[config.mk]
export PLATFORM = sky130hd
export DESIGN_NAME = mem_stage
export DESIGN_NICKNAME = d
export VERILOG_FILES = /design/src/rtl/mem_stage.sv
export SDC_FILE = /design/constraint.sdc
export NUM_CORES = 1
export LEC_CHECK = 0
export CORE_ASPECT_RATIO = 0.9
export CORE_MARGIN = 8
export CORE_UTILIZATION = 27
export CTS_CLUSTER_DIAMETER = 50
export CTS_CLUSTER_SIZE = 40
export DETAILED_ROUTE_END_ITERATION = 7
export GPL_ROUTABILITY_DRIVEN = 0
export HOLD_SLACK_MARGIN = 0.02
export PLACE_DENSITY = 0.75
export SYNTH_ARGS = -nofsm -noshare
export SYNTH_HDL_FRONTEND = slang
export SYNTH_SLANG_ARGS = --single-unit
[constraint.sdc]
create_clock -name clk -period 1.6 [get_ports clk]
set_clock_uncertainty 0.15 [all_clocks]
set_input_delay 0.16 -clock clk [delete_from_list [all_inputs] [get_ports clk]]
set_output_delay 0.16 -clock clk [all_outputs]
set_load 0.05 [all_outputs]
[src/rtl/mem_stage.sv]
// MEM stage of the 5-stage RV32I pipeline.
// Issues lw/sw to the data cache over req/ready and stalls upstream while a
// miss is outstanding. A watchdog traps into a sticky error state if the cache
// never answers. The stage also resolves jal/jalr/blt/bge into a redirect plus
// flush, and holds the MEM/WB pipeline register.
module mem_stage #(
  parameter int XLEN     = 32,
  parameter int MAX_WAIT = 255
) (
  input  logic            clk,
  input  logic            reset,
  input  logic [XLEN-1:0] rs2In,
  input  logic [XLEN-1:0] immPcIn,
  input  logic [XLEN-1:0] pcAdd4In,
  input  logic [XLEN-1:0] aluIn,
  input  logic [4:0]      rdIn,
  input  logic            EscRegIn,
  input  logic            EscMemIn,
  input  logic            jumpIn,
  input  logic            bltIn,
  input  logic            bgeIn,
  input  logic            jalrIn,
  input  logic            lwIn,
  output logic            memReq,
  output logic            memWe,
  output logic [XLEN-1:0] memAddr,
  output logic [XLEN-1:0] memWdata,
  input  logic [XLEN-1:0] memRdata,
  input  logic            memReady,
  output logic            stallMem,
  output logic            flushOut,
  output logic [XLEN-1:0] pcTarget,
  output logic [4:0]      rdWb,
  output logic            EscRegWb,
  output logic [XLEN-1:0] wbData,
  output logic            memErr
);
  // A width of at least 1 keeps MAX_WAIT = 0 legal.
  localparam int CW = (MAX_WAIT < 1) ? 1 : $clog2(MAX_WAIT + 1);

  localparam logic [1:0] S_IDLE = 2'd0;
  localparam logic [1:0] S_WAIT = 2'd1;
  localparam logic [1:0] S_ERR  = 2'd2;

  logic [1:0]      state_q, state_d;
  logic [CW-1:0]   cnt_q, cnt_d;
  logic [4:0]      rd_wb_q, rd_wb_d;
  logic            esc_reg_wb_q, esc_reg_wb_d;
  logic [XLEN-1:0] wb_data_q, wb_data_d;
  logic            access;
  logic            taken;

  assign access   = lwIn | EscMemIn;
  assign memWe    = EscMemIn;
  assign memAddr  = aluIn;
  assign memWdata = rs2In;

  // Access FSM. A hit in IDLE finishes with no stall. A miss parks in WAIT
  // with the request held, while upstream keeps the operands stable.
  always_comb begin
    state_d = state_q;
    cnt_d   = cnt_q;
    memReq  = 1'b0;
    case (state_q)
      S_IDLE: begin
        memReq = access;
        if (access && !memReady) begin
          state_d = S_WAIT;
          cnt_d   = '0;
        end
      end
      S_WAIT: begin
        memReq = 1'b1;
        // memReady takes priority over the watchdog expiring.
        if (memReady)                     state_d = S_IDLE;
        else if (cnt_q == CW'(MAX_WAIT))  state_d = S_ERR;
        else                              cnt_d   = cnt_q + 1'b1;
      end
      S_ERR:   memReq = 1'b0;
      default: state_d = S_IDLE;
    endcase
  end

  assign memErr   = (state_q == S_ERR);
  assign stallMem = (memReq & ~memReady) | memErr;

  // Branch/jump resolution. The jalr target has its LSB cleared.
  always_comb begin
    taken    = jumpIn | jalrIn | (bltIn & aluIn[0]) | (bgeIn & ~aluIn[0]);
    pcTarget = jalrIn ? {aluIn[XLEN-1:1], 1'b0} : immPcIn;
    flushOut = taken;
  end

  // MEM/WB next value. A stall inserts the harmless x0 bubble.
  always_comb begin
    rd_wb_d      = rdIn;
    esc_reg_wb_d = EscRegIn;
    if (lwIn)                 wb_data_d = memRdata;
    else if (jumpIn | jalrIn) wb_data_d = pcAdd4In;
    else                      wb_data_d = aluIn;
    if (stallMem) begin
      rd_wb_d      = 5'd0;
      esc_reg_wb_d = 1'b1;
      wb_data_d    = '0;
    end
  end

  // State and pipeline register update. Reset abandons any pending access.
  always_ff @(posedge clk) begin
    if (!reset) begin
      state_q      <= S_IDLE;
      cnt_q        <= '0;
      rd_wb_q      <= 5'd0;
      esc_reg_wb_q <= 1'b1;
      wb_data_q    <= '0;
    end else begin
      state_q      <= state_d;
      cnt_q        <= cnt_d;
      rd_wb_q      <= rd_wb_d;
      esc_reg_wb_q <= esc_reg_wb_d;
      wb_data_q    <= wb_data_d;
    end
  end

  assign rdWb     = rd_wb_q;
  assign EscRegWb = esc_reg_wb_q;
  assign wbData   = wb_data_q;
endmodule

=== After elaboration in Yosys (flattened, before gate mapping) ===
Cells that the tools add are included.

* Divide/modulo/power cells: 0
* $add $sub $neg: 1
* Shift operators: 0
* Reductions and logical operators: 7
* Multiply operators: 0
* Bitwise gates (word level): 12
* Magnitude comparators: 0
* Muxes and demuxes: 12
* Equal/unequal tests: 7

{| class="wikitable"
|+ Operators by type and width
! operator !! count
|-
| 2-to-1 mux 32 bit || 3
|-
| 2-to-1 mux 8 bit || 3
|-
| one-hot mux 8 bit (2 select lines) || 1
|-
| adder 8 x 1 -> 8 bit, second input constant || 1
|-
| equality test 8 bit, second input constant || 1
|-
| 2-to-1 mux 2 bit || 3
|-
| inequality test 2 bit, second input constant || 3
|-
| one-hot mux 2 bit (3 select lines) || 1
|-
| bitwise OR 1 bit || 5
|-
| NOT 1 bit || 4
|-
| AND reduction 4 bit || 1
|-
| bitwise AND 1 bit || 3
|-
| inequality test 3 bit, second input constant || 1
|-
| AND reduction 3 bit || 1
|-
| equality test 2 x 1 -> 1 bit, second input constant || 1
|-
| equality test 2 bit, second input constant || 1
|-
| logical NOT 2 bit || 1
|-
| one-hot mux 1 bit (2 select lines) || 1
|-
| nonzero test 2 bit || 1
|-
| OR reduction 2 bit || 1
|-
| logical AND 1 bit || 1
|-
| logical NOT 1 bit || 1
|}

* RAM bits: 0
* Output and inout port bits: 139
* Input bits: 175
* Bits in read-only memories: 0
* Register bits: 48
* Latch bits: 0
* Memories: 0
* Logic and storage cells: 44

=== Longest topological paths before layout ===
Gate-level depths: netlist of run 1.

* Word-level depth: 5
* Mapped depth: 7

=== Least setup slack after synthesis of run 1 ===
OpenSTA, ideal clock, no wires.

* Kind: register -> register
* Start point: reg cnt_q[0]
* End point: reg cnt_q[4]
* Setup time: 130 ps
* Stages on the path, launching flop included: 7
* Path slack: -58 ps
* Clock period less this slack: 1,658 ps
* Arrival time: 1,378 ps
* Cells stage by stage: dfxtp_1 -> ha_1 -> and3_4 -> and3_4 -> buf_6 -> o311ai_1 -> o31ai_1

* Longest elaborated chain between the ends: 4
* Elaborated cells between the ends (all ways): 7

{| class="wikitable"
|+ Ends and longest elaborated chain
! element !! RTL line !! RTL
|-
| from (decl) || 46 || <nowiki>logic [CW-1:0] cnt_q, cnt_d;</nowiki>
|-
| from (signal assigned) || 118 || <nowiki>cnt_q <= cnt_d;</nowiki>
|-
| adder 8 x 1 -> 8 bit || 77 || <nowiki>else cnt_d = cnt_q + 1'b1;</nowiki>
|-
| 2-to-1 mux 8 bit || 76 || <nowiki>else if (cnt_q == CW'(MAX_WAIT)) state_d = S_ERR;</nowiki>
|-
| 2-to-1 mux 8 bit || 75 || <nowiki>if (memReady) state_d = S_IDLE;</nowiki>
|-
| one-hot mux 8 bit (2 select lines) || 64 || <nowiki>case (state_q)</nowiki>
|}

Several ways; a longest one is shown, not always the timed one. The select of a mux whose other input is x is not followed.
A chain may end at the register's enable or synchronous reset.

=== Final worst setup path of run 1 ===
* Start point: reg cnt_q[1]
* End point: reg cnt_q[1]

The elaborated chain is that of the path after synthesis.

==> impl_metrics.py, run 1 <==
metrics = {
    "die": {
        "initial_utilization_pct": 27.51,
        "boundaryPins": 314,
        "die_x_um": 129.5,
        "die-area_sq_um": 15310,
        "num_rows": 37,
        "core_area_sq_um": 11390,
        "die_h_um": 118.2,
    },
    "global_route": {
        "grt_pass1_wl_mm": 19.20,
        "antenna_found_initial": 0,
        "grt_max_degree": 24,
        "overflow": 0,
        "track_usage_pct": 15.75,
        "grt_pass1_vias": 3352,
    },
    "pwr": {
        "fin_total_pwr_mw": 4.167,
        "power_per_cell_area_nw_per_um2": 707.3,
        "p_leak_nw": 2.561,
        "ir_worst_vdd_uv": 378.1,
    },
    "critical_path": {
        "crit_end": "cnt_q[1]",
        "worstPathArrival_ps": 1660,
        "worstPathRequired_ps": 1660,
        "r2r-start": "cnt_q[1]",
        "path_delay_family": "simple AND/OR/NAND/NOR gates",
        "cp_slowest_cell": "or3_4",
        "critPathMaxFanout": 8,
        "cp-start-kind": "flip-flop",
        "rr_worst_depth": 5,
        "reg2reg_to": "cnt_q[1]",
        "worstSetupPathType": "flip-flop to flip-flop",
        "r2r_slack_ps": 4,
        "crit_path_cell_trace": "ha_2 > and3_4 > and3_4 > or3_4 > a21oi_2",
        "crit_top_cell": "and3_4",
        "path_depth": 5,
        "slowest_delay_ps": 370,
        "worstSetupStartpoint": "cnt_q[1]",
        "crit_path_end_kind": "flip-flop",
        "crit_buf_inv": 0,
    },
    "clock_network": {
        "cts_sinks": 48,
        "cts_buffer_depth": 2,
        "htreeDepth": 2,
        "cts.clk_slew.worst_paths_ps": 60,
        "cts_tree": "done",
        "cts_buffers": 5,
        "insertion_delay_ps": 280,
        "cts-root-buf": "clkbuf_16",
    },
    "yosys": {
        "ys_seq_area_share_pct": 30.67,
        "synthArstFlopShare_pct": 0,
        "synth_warnings": 0,
        "syn-cell-area_sq_um": 3133,
        "avgSynthCellArea_sq_um": 9.581,
        "synthCells": 327,
        "synth_cell_types": 34,
        "synth.net_count": 503,
        "synth-edff-count": 0,
        "synth_seq_cells": 48,
        "synth_ff_type": "dfxtp_1",
    },
    "hold_path": {
        "hp-start": "rs2In[11]",
        "hp-class": "input pin to output pin",
    },
    "routing": {
        "drc": 0,
        "vias_per_cell": 4.396,
        "drt_pass1_iterations": 4,
        "ant_nets": 0,
        "wl_mm": 12.76,
        "via_count": 3033,
        "drtIter0Drc": 110,
        "drt-wirelength-per-cell_um": 18.49,
    },
    "sta": {
        "fin_hold_ws_ps": 170.0,
        "slew_headroom_pct": 79.64,
        "period_share_pct": 99.76,
        "rsz0062_at_grt": "true",
        "worst_slew_pin_slew_ps": 305.4,
        "hold_violations": 0,
        "fmax_ghz": 0.6265,
        "fin_crit_ps": 1596,
        "slew_violations": 0,
        "finalSetupTns_ps": 0,
        "setup_violations": 0,
    },
    "place": {
        "dp_hpwl_mm": 10.98,
        "placed_cell_area_sq_um": 5683,
        "io_buffer_count": 249,
    },
    "finish": {
        "design_area_sq_um": 5891,
        "diodes": 0,
        "drive_gt1_share_pct": 40.45,
        "nFillCells": 1046,
        "final_common_cell": "clkdlybuf4s50_1",
        "regArea_sq_um": 962.2,
        "final_nets": 709,
        "final_cell_mix": "clkdlybuf4s50_1 (139), buf_4 (96), mux2_2 (55)",
        "syn2layout_area_growth_pct": 88.02,
        "multi_input_area_sq_um": 1569,
        "fin_util_pct": 51.72,
    },
    "flow_run": {
        "maxCapViolations": 0,
    },
    "run_status": {
        "status": "finished clean",
    },
}
==> logic make-up after synthesis <==
group | Yosys count | share of synthesized area, %
mux | 96 | 33.19
fa+ha+maj | 1 | 0.3993
buf+inv | 89 | 20.33
flops | 48 | 30.67
compound gates | 18 | 3.834
simple gates | 75 | 11.58
==> per-layer routing <==
layer	up-vias	share of wire (%)	wire length [um]	GRT usage, %
met1	1389	37	4748	16.66
met2	165	52	6615	28.72
li1	1469	-	-	-
met3	10	9.4	1203	5.663
met5	-	0	0	0
met4	0	1.5	189	4.133
==> worst min-delay path by stage <==
| stage | end | slack (ps) | cells past startpoint |
|---|---|---|---|
| 6_report | memWdata[11] | 170 | 0 |
| 5_1_grt | memWdata[11] | 170 | 0 |
| 4_1_cts | memWdata[14] | 170 | 0 |
| 3_5_place_dp | memWdata[14] | 170 | 0 |
| 3_3_place_gp | memWdata[14] | 170 | 0 |
| 2_1_floorplan | EscRegWb | 110 | 1 |
==> where the power goes <==
part           switching [mW]  internal, mW
Sequential             0.0204          1.25
Clock                   0.433         0.624
Combinational           0.967         0.867
==> stage by stage <==
stage	setup WS (ps)	instances
after floorplan	15.99	327
after global placement	-179.6	678
after detailed placement	-198.7	678
after CTS	1.201	689
after global routing	-38.24	690
final	3.761	690
==> worst reg2reg max path: cells and delay by family, from the launching register on <==
kind | cells | cell delay (ps)
adders and majority gates | 1 | 190
AOI/OAI and AO/OA | 1 | 120
DFF | 1 | 340
and+or+nand+nor | 3 | 730
==> cell usage after synthesis (all sizes together), types with 2 or more instances <==
| library cell | n | area (sq um) |
|---|---|---|
| a21oi | 5 | 25.02 |
| and3 | 3 | 28.78 |
| and4 | 2 | 17.52 |
| buf | 81 | 606.8 |
| dfxtp | 48 | 960.9 |
| inv | 7 | 26.28 |
| mux2 | 63 | 709.4 |
| mux2i | 33 | 330.3 |
| nand2 | 6 | 22.52 |
| nand2b | 4 | 25.02 |
| nand3 | 5 | 30.03 |
| nand4 | 2 | 12.51 |
| nor2 | 45 | 176.4 |
| nor2b | 2 | 12.51 |
| nor3 | 4 | 25.02 |
| o21ai | 2 | 10.00 |
| o311ai | 3 | 26.28 |
| o31ai | 4 | 30.03 |
==> area by class of cell <==
class / count / area share [%]
clock buffer: 8 / 2.485
sequential: 48 / 16.33
multi-input combinational: 190 / 26.64
timing repair buffer: 281 / 50.79
tap: 156 / 3.314
inverter: 7 / 0.4460
==> sequential cells by signal (all words and copies together) (netlist names) <==
register	flops
EscRegWb	1
cnt_q	8
rdWb	5
wbData	32
state_q	2
==> timing repair <==
action                     in CTS  in global routing
buffers inserted                3                  1
cloned                          0                  0
gates resized for setup         7                  4
hold buffers                    0                  0
pin swaps                       3                  2
hold endpoints to repair        0                  0
setup endpoints to repair       2                  6
No activity file was read; power rests on OpenSTA's default activity.
==> run 2, diff against run 1 <==
CELL_PAD_IN_SITES_DETAIL_PLACEMENT = 1   (was default)
CELL_PAD_IN_SITES_GLOBAL_PLACEMENT = 1   (was default)
CORE_UTILIZATION = 18   (was 27)
PLACE_DENSITY = 0.76   (was 0.75)
==> impl_metrics.py, run 2 (synthesized netlist as in run 1, its figures left out) <==
metrics = {
    "sta": {
        "hold_violations": 0,
        "fmax_ghz": 0.6338,
        "worst_slew_pin_slew_ps": 254.6,
        "fin_ws_ps": 22.29,
        "slew_headroom_pct": 82.76,
        "fin_crit_ps": 1578,
        "period_share_pct": 98.61,
        "fin_hold_ws_ps": 170.0,
        "setup_violations": 0,
        "slew_violations": 0,
        "rsz0062_at_grt": "true",
    },
    "critical_path": {
        "rr_worst_depth": 5,
        "crit_path_end_kind": "output pin",
        "r2r-start": "cnt_q[1]",
        "worstSetupStartpoint": "state_q[0]",
        "worstPathRequired_ps": 1290,
        "critPathMaxFanout": 2,
        "worstPathArrival_ps": 1270,
        "cp-start-kind": "flip-flop",
        "worstSetupPathType": "flip-flop to output pin",
    },
    "global_route": {
        "grt_max_degree": 33,
        "overflow": 0,
        "track_usage_pct": 12.54,
        "antenna_found_initial": 0,
        "grt_pass1_wl_mm": 21.14,
        "grt_pass1_vias": 3581,
    },
    "die": {
        "initial_utilization_pct": 18.49,
        "core_area_sq_um": 16950,
        "die-area_sq_um": 21890,
        "boundaryPins": 314,
        "die_h_um": 141.2,
        "num_rows": 45,
        "die_x_um": 155.1,
    },
    "routing": {
        "ant_nets": 0,
        "vias_per_cell": 4.022,
        "drt-wirelength-per-cell_um": 18.75,
        "via_count": 3085,
        "drc": 0,
        "drtIter0Drc": 107,
        "wl_mm": 14.38,
        "drt_pass1_iterations": 4,
    },
    "pwr": {
        "pwr-share-comb_pct": 43.5,
        "clock_power_share_pct": 26.7,
        "ir_worst_vdd_uv": 339.7,
        "cell_internal_pwr_mw": 2.747,
        "power_per_cell_area_nw_per_um2": 710.2,
        "netSwitchingPower_mw": 1.532,
        "seqPwrFrac_pct": 29.8,
        "switching_share_pct": 35.81,
        "fin_total_pwr_mw": 4.279,
        "p_leak_nw": 2.557,
    },
    "finish": {
        "final_cell_mix": "clkdlybuf4s50_1 (139), buf_4 (93), mux2_2 (55)",
        "syn2layout_area_growth_pct": 92.33,
        "largest_reg_flops": 32,
        "drive_gt1_share_pct": 41.54,
        "nFillCells": 1905,
        "final_nets": 707,
        "diodes": 0,
        "instances_no_fill": 767,
        "final_common_cell": "clkdlybuf4s50_1",
        "fin_util_pct": 35.56,
    },
    "clock_network": {
        "cts_buffers": 5,
        "htreeDepth": 2,
        "cts-root-buf": "clkbuf_16",
        "cts_buffer_depth": 2,
        "cts.clk_slew.worst_paths_ps": 70,
        "cts_sinks": 48,
        "insertion_delay_ps": 300,
        "cts_hold_buffers": 0,
        "cts_tree": "done",
    },
    "place": {
        "io_buffer_count": 249,
        "dp_cells": 757,
        "place_ws_ps": -248.0,
        "dp_hpwl_mm": 12.13,
    },
    "hold_path": {
        "hp-class": "input pin to output pin",
        "hold_depth": 0,
        "hp-start": "rs2In[11]",
    },
    "run_status": {
        "status": "finished clean",
    },
    "flow_run": {
        "maxCapViolations": 0,
    },
}
## run 2: path summary, 6_finish.rpt
| check | slack, ps | endpoint |
|---|---|---|
| worst min register to register | 380 | cnt_q[7] |
| worst max-delay path | 20 | stallMem |
| worst min-delay path | 170 | memWdata[11] |
| worst max register to register | 40 | cnt_q[1] |
## run 2: routing by layer
layer	wire, um	GRT usage, %
met4	212	3.864
met2	7580	23.34
met1	5293	12.72
met5	0	0
met3	1296	4.736
## run 2: cell type report
cell class | instances | area [sq um] | area share, %
tap | 235 | 294.0 | 4.880
multi-input combinational | 190 | 1607 | 26.66
clock inverter | 2 | 15.01 | 0.2492
inverter | 7 | 26.28 | 0.4360
clock buffer | 6 | 138.9 | 2.305
timing repair buffer | 279 | 2980 | 49.46
sequential | 48 | 964.7 | 16.01
## run 2: power groups by stage
stage / clock [mW] / combinational, mW / sequential [mW]
2_1_floorplan: 0 / 1.00 / 1.50
3_3_place_gp: 0 / 1.83 / 1.30
3_5_place_dp: 0 / 1.86 / 1.30
4_1_cts: 1.21 / 1.87 / 1.28
5_1_grt: 1.25 / 1.94 / 1.28
6_report: 1.14 / 1.86 / 1.27
## run 2: critical path, cell delays in order (launching register included)
cell      delay, ps
dfxtp_2         330
nor3_2          190
nand2b_4        160
buf_6            90
nand2_4          50
buf_12          140
## run 2: repair_timing
| item | 4_1_cts | 5_1_grt |
|---|---|---|
| pin swaps | 3 | 3 |
| resized for setup | 4 | 17 |
| buffers inserted | 1 | 1 |
| endpoints found under the setup margin | 2 | 7 |
## run 2: per-stage QoR
stage / cell area [sq um] / TNS (ps)
global route: 6026 / -131.0
finish: 6026 / 0
floorplan: 3136 / 0
detailed placement: 5782 / -8392
CTS: 5952 / 0
global placement: 5782 / -6201
==> run 3, diff against run 2 <==
CORE_MARGIN = default   (was 8)
==> impl_metrics.py, run 3 (synthesized netlist as in run 1, its figures left out) <==
metrics = {
    "run_status": {
        "status": "finished clean",
    },
    "clock_network": {
        "cts_buffer_depth": 2,
        "cts_tree": "done",
        "insertion_delay_ps": 300,
        "cts_hold_buffers": 0,
        "htreeDepth": 2,
        "cts_buffers": 5,
        "cts_sinks": 48,
        "cts.clk_slew.worst_paths_ps": 70,
        "cts-root-buf": "clkbuf_16",
    },
    "global_route": {
        "grt_pass1_wl_mm": 19.09,
        "track_usage_pct": 13.97,
        "overflow": 0,
        "grt_pass1_vias": 3405,
        "antenna_found_initial": 0,
        "grt_max_degree": 24,
    },
    "routing": {
        "drc": 0,
        "via_count": 3114,
        "drt_pass1_iterations": 4,
        "vias_per_cell": 4.023,
        "drtIter0Drc": 131,
        "ant_nets": 0,
        "drt-wirelength-per-cell_um": 16.57,
        "wl_mm": 12.83,
    },
    "finish": {
        "fin_util_pct": 35.85,
        "nFillCells": 1896,
        "diodes": 0,
        "final_common_cell": "clkdlybuf4s50_1",
        "syn2layout_area_growth_pct": 93.93,
        "design_area_sq_um": 6076,
        "drive_gt1_share_pct": 42.30,
        "instances_no_fill": 774,
        "largest_reg_flops": 32,
        "final_nets": 714,
        "final_cell_mix": "clkdlybuf4s50_1 (139), buf_4 (99), mux2_2 (55)",
    },
    "sta": {
        "fin_crit_ps": 1593,
        "fmax_ghz": 0.6279,
        "worst_slew_pin_slew_ps": 403.5,
        "setup_violations": 0,
        "rsz0062_at_grt": "true",
        "slew_violations": 0,
        "period_share_pct": 99.54,
        "slew_headroom_pct": 73.10,
        "hold_violations": 0,
        "finalSetupTns_ps": 0,
    },
    "pwr": {
        "ir_worst_vdd_uv": 359.7,
        "switching_share_pct": 34.13,
        "cell_internal_pwr_mw": 2.916,
        "seqPwrFrac_pct": 28.8,
        "p_leak_nw": 2.606,
        "power_per_cell_area_nw_per_um2": 728.8,
        "fin_total_pwr_mw": 4.428,
        "pwr-share-comb_pct": 41.9,
        "netSwitchingPower_mw": 1.511,
        "clock_power_share_pct": 29.3,
    },
    "hold_path": {
        "hp-class": "input pin to output pin",
    },
    "place": {
        "dp_cells": 761,
        "io_buffer_count": 249,
        "placed_cell_area_sq_um": 5799,
        "dp_hpwl_mm": 10.71,
    },
    "critical_path": {
        "cp-start-kind": "flip-flop",
        "worstPathArrival_ps": 1280,
        "cp_slowest_cell": "dfxtp_2",
        "crit_path_cell_trace": "nor3_4 > nand2b_4 > buf_6 > nand2_4 > buf_12",
        "critPathMaxFanout": 2,
        "slowest_delay_ps": 340,
        "crit_path_end_kind": "output pin",
        "worstSetupPathType": "flip-flop to output pin",
        "worstPathRequired_ps": 1290,
    },
    "flow_run": {
        "maxCapViolations": 0,
    },
    "die": {
        "die-area_sq_um": 17940,
        "boundaryPins": 314,
        "die_h_um": 127.2,
        "core_area_sq_um": 16950,
        "die_x_um": 141.1,
        "num_rows": 45,
        "initial_utilization_pct": 18.49,
    },
}
==> run 3: cell count changes in the layout (fill, tap and decap cells not counted), moves of 2 or more <==
cell,before,now
clkinvlp_4,2,0
dfxtp_1,45,43
buf_4,93,99
buf_6,1,3
o21ai_1,2,0
dfxtp_2,3,5
==> run 3: path summary, 6_finish.rpt <==
| check | slack [ps] | start | endpoint | cells past startpoint |
|---|---|---|---|---|
| max | 7 | state_q[0] | stallMem | 5 |
| min reg2reg | 350 | cnt_q[7] | cnt_q[7] | 2 |
| min | 170 | rs2In[25] | memWdata[25] | 0 |
| max reg2reg | 40 | cnt_q[1] | cnt_q[2] | 5 |
==> run 3: per-stage QoR <==
step	worst slack (ps)	hold slack [ps]
final	7.384	170.0
after global routing	-63.52	170.1
after CTS	-5.644	170.3
after detailed placement	-224.7	170.3
after global placement	-178.7	170.3
after floorplan	15.99	109.9
==> run 3: layer usage <==
metal  global-route usage, %  vias up  share of wire (%)
li1                        -     1479                  -
met1                   14.74     1448                 38
met2                   26.27      155                 53
met3                   3.411       32                6.3
met4                   6.074        0                2.7
met5                       0        -                  0
==> run 3: layout make-up <==
type | instances | area (sq um) | area share (%)
clock inverters | 2 | 38.79 | 0.6384
repair buffers | 286 | 3028 | 49.84
inverters | 7 | 26.28 | 0.4325
well taps | 235 | 294.0 | 4.839
multi-input cells | 190 | 1583 | 26.05
clock buffers | 6 | 138.9 | 2.286
flip-flops and latches | 48 | 967.2 | 15.92
==> run 3: worst max-delay path: cells and delay by family, from the launching register on <==
kind	cells	cell delay [ps]
AND/OR/NAND/NOR	3	400
flip-flops	1	340
buffers and inverters	2	240
==> run 3: power by group through the flow <==
stage	sequential (mW)	clock, mW	combinational (mW)
5_1_grt	1.28	1.40	1.94
3_3_place_gp	1.30	0	1.82
6_report	1.27	1.30	1.86
4_1_cts	1.27	1.37	1.86
2_1_floorplan	1.50	0	1.00
3_5_place_dp	1.30	0	1.85
==> run 3: timing repair <==
action,in CTS,in global routing
pin swaps,4,5
setup buffers,2,3
setup endpoints to repair,3,10
resized for setup,6,14
==> patch, RTL diff (flow settings as in run 1) <==
Reset style: asynchronous (`reset`), changed in one clocked block.
--- a/src/rtl/mem_stage.sv
+++ b/src/rtl/mem_stage.sv
@@ -108,3 +108,3 @@
   // State and pipeline register update. Reset abandons any pending access.
-  always_ff @(posedge clk) begin
+  always_ff @(posedge clk or negedge reset) begin
     if (!reset) begin
Behaviour: differs if reset is asserted again (counterexample within 4 cycles, from zero or initial values and one cycle with reset low); with reset held inactive, the same outputs for 10 cycles.
==> patch against run 1 <==
The flow now finishes with violations (setup timing). Cell area up 7.9%. First-iteration DRC count down 29%. Worst setup slack worse by 0.16 ns. Synthesized area up 5.2%. Via count up 0.59%. Core utilization up 1.3 points. Routed wire length up 7.6%. Die area up 4.6%. Global-route usage up 0.13 points. Worst hold slack about the same. Sequential cell count unchanged. Highest routed layer unchanged.
Power is not compared: it rests on default switching activity, and its combinational part moved more than twofold at a synthesized area within 25%.
==> patch: results (changes against run 1) <==
status complete, but fails checks; failing checks setup timing; Starting DRT DRC Count 78 (-29%); largest net degree at the start of global routing 49 (+100%); Fillers 1055 (+0.86%); r2r setup slk -0.11 ns (-0.11 ns); r2r endpoint cnt_q[6]; ClkCell Share 0.0305 (+0.00567); area post-placement 5950 um2 (+4.7%); Layout non-clock buf frac 0.492 (-0.0158); Non-Clock Buffer Count 290 (+3.2%); Post-synth top cells buf_4, dfrtp_1, nor2_1, mux2i_1, mux2_2; r2r worst-path depth 6 (+1); worst hold margin 0.170 ns (+0.0000620 ns); crit path capture stallMem; # hold bufs at CTS 1 (+1); vias in the first global route 3524 (+5.1%); Worst EP arrival 1.44 ns (-0.22 ns); first-pass GRT wire length 20200 um (+5.5%); Final setup violation count 7 (+7); Mapped Nets 488 (-3.0%); fin nets 705 (-0.56%); GR Util All Layers 0.159 (+0.00135); fraction of area in registers 0.189 (+0.0261); Slew @ Worst Pin 0.586 ns (+0.281 ns); min-delay src rs2In[24]; # clk buffers 5 (-3); register area share after synthesis 0.365 (+0.0580); Post-CTS Setup Inserts 4 (+1); Netlist cell types 37 (+8.8%); top_reg_cell synth dfrtp_1; drt via density 4.42 (+0.59%); worst-path fanout max 3 (-5); WHS Endpoint memWdata[24]; Compound-Gate Fraction of Synth Area 0.0376 (-0.000768); FFs w/ async S/R, synth 1.00 (+1.00); share of post-route cells with drive strength above 1 0.402 (-0.00261); Adder-Cell Fraction of Synth Area 0.00380 (-0.000199); inverters 2 (-5); Final Instance Area 6350 um2 (+7.9%); Place WS -0.370 ns (-0.171 ns); WL per Instance 19.9 um (+7.6%); Site Rows 38 (+2.7%); initial antenna violation count 0 (unchanged); Final Worst Setup Slack -0.153 ns (-0.157 ns); Worst Setup SP state_q[0]; comb_multi_in 182 (-4.2%); dominant cells by area after synthesis dfrtp_1, buf_4, mux2_2
==> patch: through the flow <==
step | total power [mW] | instances | TNS, ns
global route | 7.51 | 690 | -1.51
CTS | 7.19 | 687 | -0.429
floorplan | 4.16 | 312 | -0.00628
finish | 7.19 | 690 | -0.662
detailed placement | 5.69 | 674 | -10.88
global placement | 5.63 | 674 | -10.50
==> patch: worst max-delay path, stage by stage, from the launching register on <==
cell and delay [ns]:
dfrtp_1 0.39, nor3_2 0.06, or3_4 0.37, nand2_4 0.10
buf_12 0.11, buf_12 0.12
==> patch: metal layers <==
metal	global-route usage	part of all wire	up-vias
met5	0	0	-
met4	0.0198	0.0083	0
met3	0.0684	0.094	6
met2	0.302	0.54	156
met1	0.163	0.36	1444
li1	-	-	1445
==> patch: power breakdown <==
group | internal [mW] | total [mW] | switching, mW
Clock | 0.901 | 1.37 | 0.467
Combinational | 1.68 | 4.16 | 2.48
Sequential | 1.54 | 1.66 | 0.122
